## config.mk

```make
export PLATFORM = sky130hd
export DESIGN_NAME = cpu_issue_ctrl
export DESIGN_NICKNAME = d
export VERILOG_FILES = /design/src/rtl/cpu_issue_ctrl_pkg.sv /design/src/rtl/cpu_issue_ctrl_insn_len.sv /design/src/rtl/cpu_issue_ctrl.sv
export SDC_FILE = /design/constraint.sdc
export NUM_CORES = 1
export LEC_CHECK = 0
export BUFFER_PORTS_ARGS = -buffer_cell sky130_fd_sc_hd__buf_2
export CAP_MARGIN = 20
export CORE_UTILIZATION = 40
export DETAILED_ROUTE_END_ITERATION = 7
export GPL_ROUTABILITY_DRIVEN = 1
export GPL_TIMING_DRIVEN = 0
export MAX_ROUTING_LAYER = met4
export PLACE_DENSITY = 0.71
export SYNTH_ARGS = -nofsm -noshare
export SYNTH_HDL_FRONTEND = slang
export SYNTH_HIERARCHICAL = 1
export SYNTH_SLANG_ARGS = --single-unit
```

## constraint.sdc

```tcl
create_clock -name clk_i -period 4.9 [get_ports clk_i]
set_input_delay 0 -clock clk_i [delete_from_list [all_inputs] [get_ports clk_i]]
set_output_delay 0 -clock clk_i [all_outputs]
set_load 0.05 [all_outputs]
```

## src/rtl/cpu_issue_ctrl_pkg.sv

```systemverilog
// Shared definitions for the decode-side issue controller: FSM state
// encodings, the nop opcode used after reset, and the moxie opcode bytes
// whose instructions carry a 32-bit big-endian operand.
package cpu_issue_ctrl_pkg;

    // Gather FSM states
    localparam logic [1:0] S_OPC  = 2'd0;  // waiting for an opcode halfword
    localparam logic [1:0] S_OPHI = 2'd1;  // waiting for operand[31:16]
    localparam logic [1:0] S_OPLO = 2'd2;  // waiting for operand[15:0]

    localparam logic [15:0] NOP_OPCODE = 16'h0F00;

    // Opcode[15:8] values of the long (opcode + 32-bit operand) forms
    localparam logic [7:0] OPB_LDI_L = 8'h01;
    localparam logic [7:0] OPB_JSRA  = 8'h03;
    localparam logic [7:0] OPB_LDA_L = 8'h08;
    localparam logic [7:0] OPB_STA_L = 8'h09;
    localparam logic [7:0] OPB_LDO_L = 8'h0C;
    localparam logic [7:0] OPB_STO_L = 8'h0D;
    localparam logic [7:0] OPB_JMPA  = 8'h1A;
    localparam logic [7:0] OPB_LDI_B = 8'h1B;
    localparam logic [7:0] OPB_LDA_B = 8'h1D;
    localparam logic [7:0] OPB_STA_B = 8'h1F;
    localparam logic [7:0] OPB_LDI_S = 8'h20;
    localparam logic [7:0] OPB_LDA_S = 8'h22;
    localparam logic [7:0] OPB_STA_S = 8'h24;
    localparam logic [7:0] OPB_LDO_B = 8'h36;
    localparam logic [7:0] OPB_STO_B = 8'h37;
    localparam logic [7:0] OPB_LDO_S = 8'h38;
    localparam logic [7:0] OPB_STO_S = 8'h39;

    // True when the opcode high byte names a long form. Every listed byte
    // has bit 7 clear, so all opcode[15]==1 forms fall out as short.
    function automatic logic is_long_opcode(input logic [7:0] opb);
        logic r;
        case (opb)
            OPB_LDI_L, OPB_JSRA,  OPB_LDA_L, OPB_STA_L,
            OPB_LDO_L, OPB_STO_L, OPB_JMPA,  OPB_LDI_B,
            OPB_LDA_B, OPB_STA_B, OPB_LDI_S, OPB_LDA_S,
            OPB_STA_S, OPB_LDO_B, OPB_STO_B, OPB_LDO_S,
            OPB_STO_S: r = 1'b1;
            default:   r = 1'b0;
        endcase
        return r;
    endfunction

endpackage

```

## src/rtl/cpu_issue_ctrl_insn_len.sv

```systemverilog
// cpu_insn_len: combinational opcode-byte to instruction-length decoder.
// Shared with fetch for prefetch sizing.
module cpu_insn_len
    import cpu_issue_ctrl_pkg::*;
(
    input  logic [7:0] opcode_hi_i,
    output logic       is_long_o
);

    // Long forms are followed by two operand halfwords
    always_comb begin
        is_long_o = is_long_opcode(opcode_hi_i);
    end

endmodule

```

## src/rtl/cpu_issue_ctrl.sv

```systemverilog
// cpu_issue_ctrl: gathers variable-length moxie instructions from the fetch
// halfword stream and presents them to decode with stall/flush handling.
// Optional build macro CPU_ISSUE_PERF_EN adds the issue_count_o counter.
module cpu_issue_ctrl
    import cpu_issue_ctrl_pkg::*;
#(
    parameter int PC_WIDTH = 32
) (
    input  logic                clk_i,
    input  logic                rst_i,
    input  logic [15:0]         hw_i,
    input  logic [PC_WIDTH-1:0] hw_pc_i,
    input  logic                hw_valid_i,
    output logic                hw_ready_o,
    input  logic                stall_i,
    input  logic                flush_i,
    output logic [15:0]         opcode_o,
    output logic [31:0]         operand_o,
    output logic                valid_o,
    output logic [PC_WIDTH-1:0] PC_o,
`ifdef CPU_ISSUE_PERF_EN
    output logic [31:0]         issue_count_o,
`endif
    output logic                busy_o
);

    logic [1:0]          state_q,   state_d;
    logic                valid_q,   valid_d;
    logic [15:0]         opcode_q,  opcode_d;
    logic [31:0]         operand_q, operand_d;
    logic [PC_WIDTH-1:0] pc_q,      pc_d;
    // Partial long instruction: opcode, its PC and the operand high half
    logic [15:0]         lopc_q,    lopc_d;
    logic [PC_WIDTH-1:0] lpc_q,     lpc_d;
    logic [15:0]         hi_q,      hi_d;

    logic is_long;
    logic out_free;
    logic accept;

    cpu_insn_len u_insn_len (
        .opcode_hi_i (hw_i[15:8]),
        .is_long_o   (is_long)
    );

    // Handshake: the output slot is free when empty or being consumed now;
    // operand high halves need no output slot, so S_OPHI accepts even when stalled
    always_comb begin
        out_free   = !valid_q || !stall_i;
        hw_ready_o = !flush_i &&
                     (((state_q == S_OPC) && out_free) ||
                      (state_q == S_OPHI) ||
                      ((state_q == S_OPLO) && out_free));
        accept     = hw_valid_i && hw_ready_o;
    end

    // Next-state: flush wins, otherwise advance the gather FSM on accept
    always_comb begin
        state_d   = state_q;
        valid_d   = valid_q && stall_i;   // consumer takes it when not stalled
        opcode_d  = opcode_q;
        operand_d = operand_q;
        pc_d      = pc_q;
        lopc_d    = lopc_q;
        lpc_d     = lpc_q;
        hi_d      = hi_q;
        if (flush_i) begin
            state_d = S_OPC;
            valid_d = 1'b0;
        end else if (accept) begin
            case (state_q)
                S_OPC: begin
                    if (is_long) begin
                        lopc_d  = hw_i;
                        lpc_d   = hw_pc_i;
                        state_d = S_OPHI;
                    end else begin
                        opcode_d  = hw_i;
                        operand_d = 32'h0;
                        pc_d      = hw_pc_i;
                        valid_d   = 1'b1;
                    end
                end
                S_OPHI: begin
                    hi_d    = hw_i;
                    state_d = S_OPLO;
                end
                S_OPLO: begin
                    opcode_d  = lopc_q;
                    pc_d      = lpc_q;
                    operand_d = {hi_q, hw_i};
                    valid_d   = 1'b1;
                    state_d   = S_OPC;
                end
                default: state_d = S_OPC;
            endcase
        end else if ((state_q != S_OPC) && (state_q != S_OPHI) && (state_q != S_OPLO)) begin
            // Unused encoding never accepts; return to a legal state
            state_d = S_OPC;
        end
    end

    // State and output registers; reset presents a nop that is not valid
    always_ff @(posedge clk_i or negedge rst_i) begin
        if (!rst_i) begin
            state_q   <= S_OPC;
            valid_q   <= 1'b0;
            opcode_q  <= NOP_OPCODE;
            operand_q <= 32'h0;
            pc_q      <= '0;
            lopc_q    <= NOP_OPCODE;
            lpc_q     <= '0;
            hi_q      <= 16'h0;
        end else begin
            state_q   <= state_d;
            valid_q   <= valid_d;
            opcode_q  <= opcode_d;
            operand_q <= operand_d;
            pc_q      <= pc_d;
            lopc_q    <= lopc_d;
            lpc_q     <= lpc_d;
            hi_q      <= hi_d;
        end
    end

`ifdef CPU_ISSUE_PERF_EN
    logic [31:0] issue_cnt_q;

    // Count instructions taken by decode; flush does not clear it, wraps naturally
    always_ff @(posedge clk_i or negedge rst_i) begin
        if (!rst_i) begin
            issue_cnt_q <= 32'h0;
        end else if (valid_q && !stall_i) begin
            issue_cnt_q <= issue_cnt_q + 32'h1;
        end
    end

    assign issue_count_o = issue_cnt_q;
`endif

    assign opcode_o  = opcode_q;
    assign operand_o = operand_q;
    assign valid_o   = valid_q;
    assign PC_o      = pc_q;
    assign busy_o    = (state_q != S_OPC);

endmodule

```

==> results of run 1 <==
-- worst max-delay path, delay by kind of cell --
kind	cells	cell delay [ns]
simple gates	4	1.01
compound gates	2	0.32
buf+inv	4	1.33
mux	1	0.35
-- registers in the layout (all words and copies together), names as in the netlist --
name       cells
lpc_q         32
lopc_q        16
state_q        2
hi_q          16
operand_o     32
valid_o        1
PC_o          32
opcode_o      16
-- through the flow --
step	worst slack, ns	utilization [%]
after detailed placement	2.24	47.1
after CTS	2.13	54.6
after global routing	1.93	54.6
after global placement	1.87	46.9
after floorplan	2.94	-
final	2.17	54.6
-- cell families (layout without fill, tap and decap cells) --
kind of cell | Yosys count | in the layout | share of synthesized area (%)
buffers and inverters | 28 | 245 | 2.64
AO/OA/AOI/OAI | 43 | 43 | 6.04
flip-flops | 147 | 147 | 59.5
multiplexers | 160 | 160 | 29.1
AND/OR/NAND/NOR | 21 | 21 | 2.75
-- layout make-up --
cell class,instances,share of cell area (%)
Tap cell,188,2.84
Inverter,2,0.0907
Multi-Input combinational cell,224,28.3
Sequential cell,147,44.6
Clock buffer,22,5.73
Buffer,26,1.89
Timing Repair Buffer,186,14.7
Clock inverter,9,1.84
-- power by group through the flow --
| stage | clock, W | sequential [W] | combinational [W] |
|---|---|---|---|
| floorplan | 0 | 0.00186 | 0.000259 |
| global placement | 0 | 0.00156 | 0.000752 |
| detailed placement | 0 | 0.00157 | 0.000774 |
| CTS | 0.00140 | 0.00155 | 0.000806 |
| global route | 0.00146 | 0.00158 | 0.000843 |
| finish | 0.00137 | 0.00155 | 0.000797 |
-- path summary, 6_finish.rpt --
kind,start,endpoint,slack [ns],cells after the start
min,flush_i,state_q[1],0.05,2
max,hw_i[8],lpc_q[29],2.17,11
min reg2reg,hi_q[11],operand_o[27],0.49,1
min in group asynchronous,rst_i,operand_o[6],0.22,2
max in group asynchronous,rst_i,PC_o[5],3.91,3
max reg2reg,state_q[1],lpc_q[29],2.75,5
-- routing by layer --
metal  up-vias  track usage, %  wire, um
met5         -               -         0
met4         0            6.17       132
met3        12            4.64       622
met2       105            30.6      6820
met1      2094            22.2      5960
li1       1885               -         -
-- cells in the final DEF (no fill, tap or decap), drive strengths merged --
cell type / instances
or4b: 1
nand2b: 4
mux2: 160
nor2: 1
o21ai: 1
bufinv: 4
or2: 1
clkinv: 5
a211oi: 2
a211o: 1
clkbuf: 26
a31oi: 2
nand3b: 2
dfrtp: 139
nor2b: 1
or3b: 1
a311oi: 1
o221a: 1
a21bo: 1
nor4: 2
nor3: 4
nor4b: 2
a22o: 32
a21oi: 2
nand2: 2
buf: 157
dfstp: 8
dlygate4sd3: 51
inv: 2
==> out/qor.json, run 1 <==
{
  "pwr": {
    "power_report.internal_total_w": 0.00264,
    "power.leakage_nw": 3.94,
    "power_frac_clock_pct": 36.8,
    "power_frac_comb_pct": 21.5,
    "design_power_total_w": 0.00371,
    "seq_pwr_share_pct": 41.7,
    "power_switching_w": 0.00108,
    "vdd.ir_drop.worst_mv": 0.231,
    "power_per_cell_area_nw_per_um2": 449,
    "switching_share_pct": 29.1
  },
  "drt": {
    "drc": 0,
    "viasPerCell": 5.09,
    "initialDrtViolationCount": 148,
    "routed_wire_length_per_instance_um": 16.8,
    "detailedRoute.firstPassIterationCount": 4,
    "finalWirelength_um": 13500,
    "detailroute.via_count": 4096,
    "detail-route-antenna-nets": 0
  },
  "critical_path": {
    "cp_endpoint_kind": "flip-flop",
    "critical_path.max_stage_delay_ns": 0.53,
    "setup.worst_path.start_class": "input pin",
    "crit_path_top_delay_cell": "sky130_fd_sc_hd__dlygate4sd3_1",
    "kind_of_critical_path": "in -> reg",
    "cell_breakdown_of_the_critical_path": "dlygate4sd3_1 -> buf_2 -> nor3_1 -> a31oi_1 -> o221a_1 -> nor4_2 -> nand2b_1 -> nor4_2 -> buf_2 -> buf_4 -> mux2_2",
    "worst-endpoint-required_ns": 5.19,
    "data_arrival_at_the_endpoint_of_the_critical_path_ns": 3.02,
    "critical_path_peak_fanout": 10
  },
  "place": {
    "post-place-cells": 722,
    "place_congestion": 0.812,
    "post_detailed_placement_cell_area_um2": 7140,
    "dp_hpwl_um": 9340,
    "io_buffers": 134
  },
  "yosys": {
    "synth-edff-count": 0,
    "synth.avg_cell_area_um2": 15.5,
    "netlist.top_cell.by_area": "sky130_fd_sc_hd__dfrtp_1",
    "yosys_warnings": 6,
    "synth_seq_area_share_pct": 59.5,
    "netlist-cell-type-count": 32,
    "synthesis.instances": 399,
    "yosys-top-cells-area": "sky130_fd_sc_hd__dfrtp_1 (56%), sky130_fd_sc_hd__mux2_2 (29%), sky130_fd_sc_hd__a22o_1 (4.5%)",
    "number_of_synthesized_register_bits": 147,
    "ys_dominant_reg_cell": "sky130_fd_sc_hd__dfrtp_1",
    "synth.top_cells.by_count": "sky130_fd_sc_hd__mux2_2 (160), sky130_fd_sc_hd__dfrtp_1 (139), sky130_fd_sc_hd__a22o_1 (32)",
    "synthArstFlopShare_pct": 100,
    "netlist_area_um2": 6200,
    "synth_most_common_cell": "sky130_fd_sc_hd__mux2_2",
    "syn-num-nets": 452,
    "synthDominantCellAreaShare_pct": 56.1
  },
  "cts": {
    "clock_tree_from_tritoncts": "built",
    "clock-root-buffer": "sky130_fd_sc_hd__clkbuf_16",
    "clock_sink_count": 147,
    "htree_levels": 4,
    "cts.clk_slew.worst_paths_ns": 0.06,
    "clk_latency_ns": 0.41,
    "max-clock-path-buffers": 2,
    "postCtsResizedCells": 0,
    "cts_setup_buffers": 0,
    "cts_inserted_buffers": 17,
    "post_cts_hold_buffer_count": 51
  },
  "die": {
    "die_width_um": 126,
    "fp-row-count": 45,
    "initial_core_util_pct": 40.9,
    "die_height_um": 126,
    "die-area_um2": 16000,
    "i_o_pins": 136,
    "area_of_the_core_um2": 15100
  },
  "timing": {
    "grt_setup_unrepaired": "false",
    "maxSlewViolCount": 0,
    "fin_crit_sh_pct": 55.7,
    "setup_total_negative_slack_ns": 0,
    "maxClockFrequency_mhz": 366,
    "hold_slack_ns": 0.0520,
    "timing_hold_violations_final": 0,
    "final.min_clock_period_ns": 2.73,
    "timing.clock.skew_ns": 0.00671,
    "slew-limit-headroom_pct": 47.7,
    "worst-slew-pin-transition_ns": 0.784,
    "report.final.setup_viol": 0
  },
  "global_routing": {
    "wire_length_of_the_first_global_routing_pass_um": 22100,
    "vias_in_the_first_global_route": 4268,
    "antenna_found_initial": 0,
    "maximum_number_of_pins_on_one_net_before_global_route_repair": 86,
    "grt-ovfl-total": 0,
    "globalRouteTotalUtil_pct": 18.5
  },
  "worst_hold_path": {
    "hold_removal_path_class": "in -> reg"
  },
  "layout": {
    "postLayoutCellArea_um2": 8280,
    "filler_cell_count": 1249,
    "finish.net_count": 657,
    "area.sequential_um2": 3690,
    "count_of_placed_standard_cells_in_the_final_layout_fillers_left_out": 804,
    "antenna-diode-count": 0,
    "ratio_of_cells_with_drive_above_1_in_the_final_layout_pct": 58.8,
    "area_overhead_of_the_layout_relative_to_synthesis_pct": 33.5,
    "multiInputGateArea_um2": 2350
  },
  "outcome": {
    "run_status": "finished, final reports clean"
  },
  "run": {
    "maxCapViolations": 0
  }
}
No activity file was read; power rests on OpenSTA's default activity.
==> inputs of run 2 (changes only) <==
Clock period 4.9 ns to 2.6 ns, I/O delays scaled along.
==> out/qor.json, run 2 (synthesized netlist as in run 1, its figures left out) <==
{
  "drt": {
    "detail-route-antenna-nets": 0,
    "detailedRoute.firstPassIterationCount": 4,
    "initialDrtViolationCount": 116,
    "detailroute.via_count": 4121,
    "viasPerCell": 5.13,
    "finalWirelength_um": 13700,
    "drc": 0,
    "routed_wire_length_per_instance_um": 17.1
  },
  "critical_path": {
    "worst-endpoint-required_ns": 2.89,
    "critical_path_peak_fanout": 10,
    "critical_path.startpoint": "hw_i[13]",
    "cp_endpoint_kind": "flip-flop",
    "kind_of_critical_path": "in -> reg",
    "rrSetupSlack_ns": 0.44,
    "r2r_start": "state_q[1]",
    "data_arrival_at_the_endpoint_of_the_critical_path_ns": 2.63,
    "r2r_cells": 5,
    "setup.worst_path.start_class": "input pin"
  },
  "global_routing": {
    "wire_length_of_the_first_global_routing_pass_um": 22300,
    "grt-ovfl-total": 0,
    "vias_in_the_first_global_route": 4302,
    "globalRouteTotalUtil_pct": 18.8,
    "antenna_found_initial": 0,
    "maximum_number_of_pins_on_one_net_before_global_route_repair": 86
  },
  "die": {
    "initial_core_util_pct": 40.9,
    "area_of_the_core_um2": 15100,
    "i_o_pins": 136,
    "fp-row-count": 45,
    "die_width_um": 126,
    "die-area_um2": 16000,
    "die_height_um": 126
  },
  "layout": {
    "filler_cell_count": 1255,
    "area_overhead_of_the_layout_relative_to_synthesis_pct": 33.5,
    "multiInputGateArea_um2": 2350,
    "finish.net_count": 657,
    "antenna-diode-count": 0,
    "final_common_cell": "sky130_fd_sc_hd__mux2_2",
    "mostFrequentLayoutCells": "sky130_fd_sc_hd__mux2_2 (160), sky130_fd_sc_hd__buf_2 (144), sky130_fd_sc_hd__dfrtp_1 (139), sky130_fd_sc_hd__dlygate4sd3_1 (51), sky130_fd_sc_hd__a22o_1 (32)",
    "ratio_of_cells_with_drive_above_1_in_the_final_layout_pct": 58.8,
    "area.sequential_um2": 3690,
    "postLayoutCellArea_um2": 8280
  },
  "place": {
    "post_detailed_placement_cell_area_um2": 7140,
    "place_congestion": 0.812,
    "io_buffers": 134,
    "dp_hpwl_um": 9340
  },
  "timing": {
    "worst-slew-pin-transition_ns": 0.809,
    "setup_total_negative_slack_ns": 0,
    "timing_hold_violations_final": 0,
    "final.min_clock_period_ns": 2.34,
    "timing.clock.skew_ns": 0.00653,
    "report.final.setup_viol": 0,
    "slew-limit-headroom_pct": 46.1,
    "fin_crit_sh_pct": 89.8,
    "hold_slack_ns": 0.0512,
    "maxSlewViolCount": 0,
    "grt_setup_unrepaired": "false",
    "maxClockFrequency_mhz": 428
  },
  "outcome": {
    "run_status": "finished, final reports clean"
  },
  "cts": {
    "cts_inserted_buffers": 17,
    "max-clock-path-buffers": 2,
    "cts.clk_slew.worst_paths_ns": 0.06,
    "clock_sink_count": 147,
    "cts_setup_buffers": 0,
    "clock-root-buffer": "sky130_fd_sc_hd__clkbuf_16",
    "htree_levels": 4,
    "clk_latency_ns": 0.41,
    "clock_tree_from_tritoncts": "built"
  },
  "worst_hold_path": {
    "hold_removal_path_class": "in -> reg",
    "min_delay_src": "flush_i",
    "cell_depth_of_the_worst_hold_path": 2
  },
  "pwr": {
    "power_per_cell_area_nw_per_um2": 846,
    "power.leakage_nw": 3.94,
    "vdd.ir_drop.worst_mv": 0.436
  },
  "run": {
    "maxCapViolations": 0
  }
}
-- run 2: worst max-delay path: stages --
cell	delay [ns]
sky130_fd_sc_hd__dlygate4sd3_1	0.55
sky130_fd_sc_hd__buf_2	0.17
sky130_fd_sc_hd__o221a_1	0.14
sky130_fd_sc_hd__nor4_2	0.26
sky130_fd_sc_hd__nand2b_1	0.16
sky130_fd_sc_hd__nor4_2	0.37
sky130_fd_sc_hd__buf_2	0.35
sky130_fd_sc_hd__buf_4	0.28
sky130_fd_sc_hd__mux2_2	0.35
-- run 2: routing by layer --
metal,part of all wire (%),global-route usage (%),routed length (um)
met2,50,30.7,6810
met5,0,-,0
met4,1.0,6.17,140
met3,4.8,4.64,664
met1,44,22.9,6090
-- run 2: path summary, 6_finish.rpt --
check                           endpoint
setup reg to reg               lpc_q[29]
hold / removal                state_q[1]
min in group asynchronous  operand_o[24]
setup / recovery               lpc_q[29]
max in group asynchronous      lpc_q[10]
hold reg to reg            operand_o[27]
-- run 2: cell type report --
class,instances,area share [%]
plain buffers,26,1.89
clock buffers,22,5.73
clock inverters,9,1.84
inverters,2,0.0907
multi-input cells,224,28.3
flip-flops and latches,147,44.6
well taps,188,2.84
repair buffers,186,14.7
-- run 2: timing repair --
item                                   in CTS  in global routing
resized for setup                           0                  0
endpoints found under the hold margin     197                  0
hold buffers                               51                  0
setup endpoints to repair                   0                  0
-- run 2: where the power goes --
| part | leakage, nW | switching, W | internal [W] | total [W] |
|---|---|---|---|---|
| Sequential | 1.86 | 0.000198 | 0.00272 | 0.00292 |
| Clock | 0.310 | 0.000899 | 0.00168 | 0.00257 |
| Combinational | 1.78 | 0.000937 | 0.000570 | 0.00151 |
| Total | 3.94 | 0.00203 | 0.00497 | 0.00700 |
-- run 2: through the flow --
step | setup WS [ns] | instances | utilization (%) | total power (W)
after floorplan | 0.640 | 399 | - | 0.00399
after global placement | -0.434 | 721 | 46.9 | 0.00435
after detailed placement | -0.0564 | 722 | 47.1 | 0.00442
after CTS | 0.234 | 804 | 54.6 | 0.00709
after global routing | 0.0689 | 804 | 54.6 | 0.00732
final | 0.264 | 804 | 54.6 | 0.00700
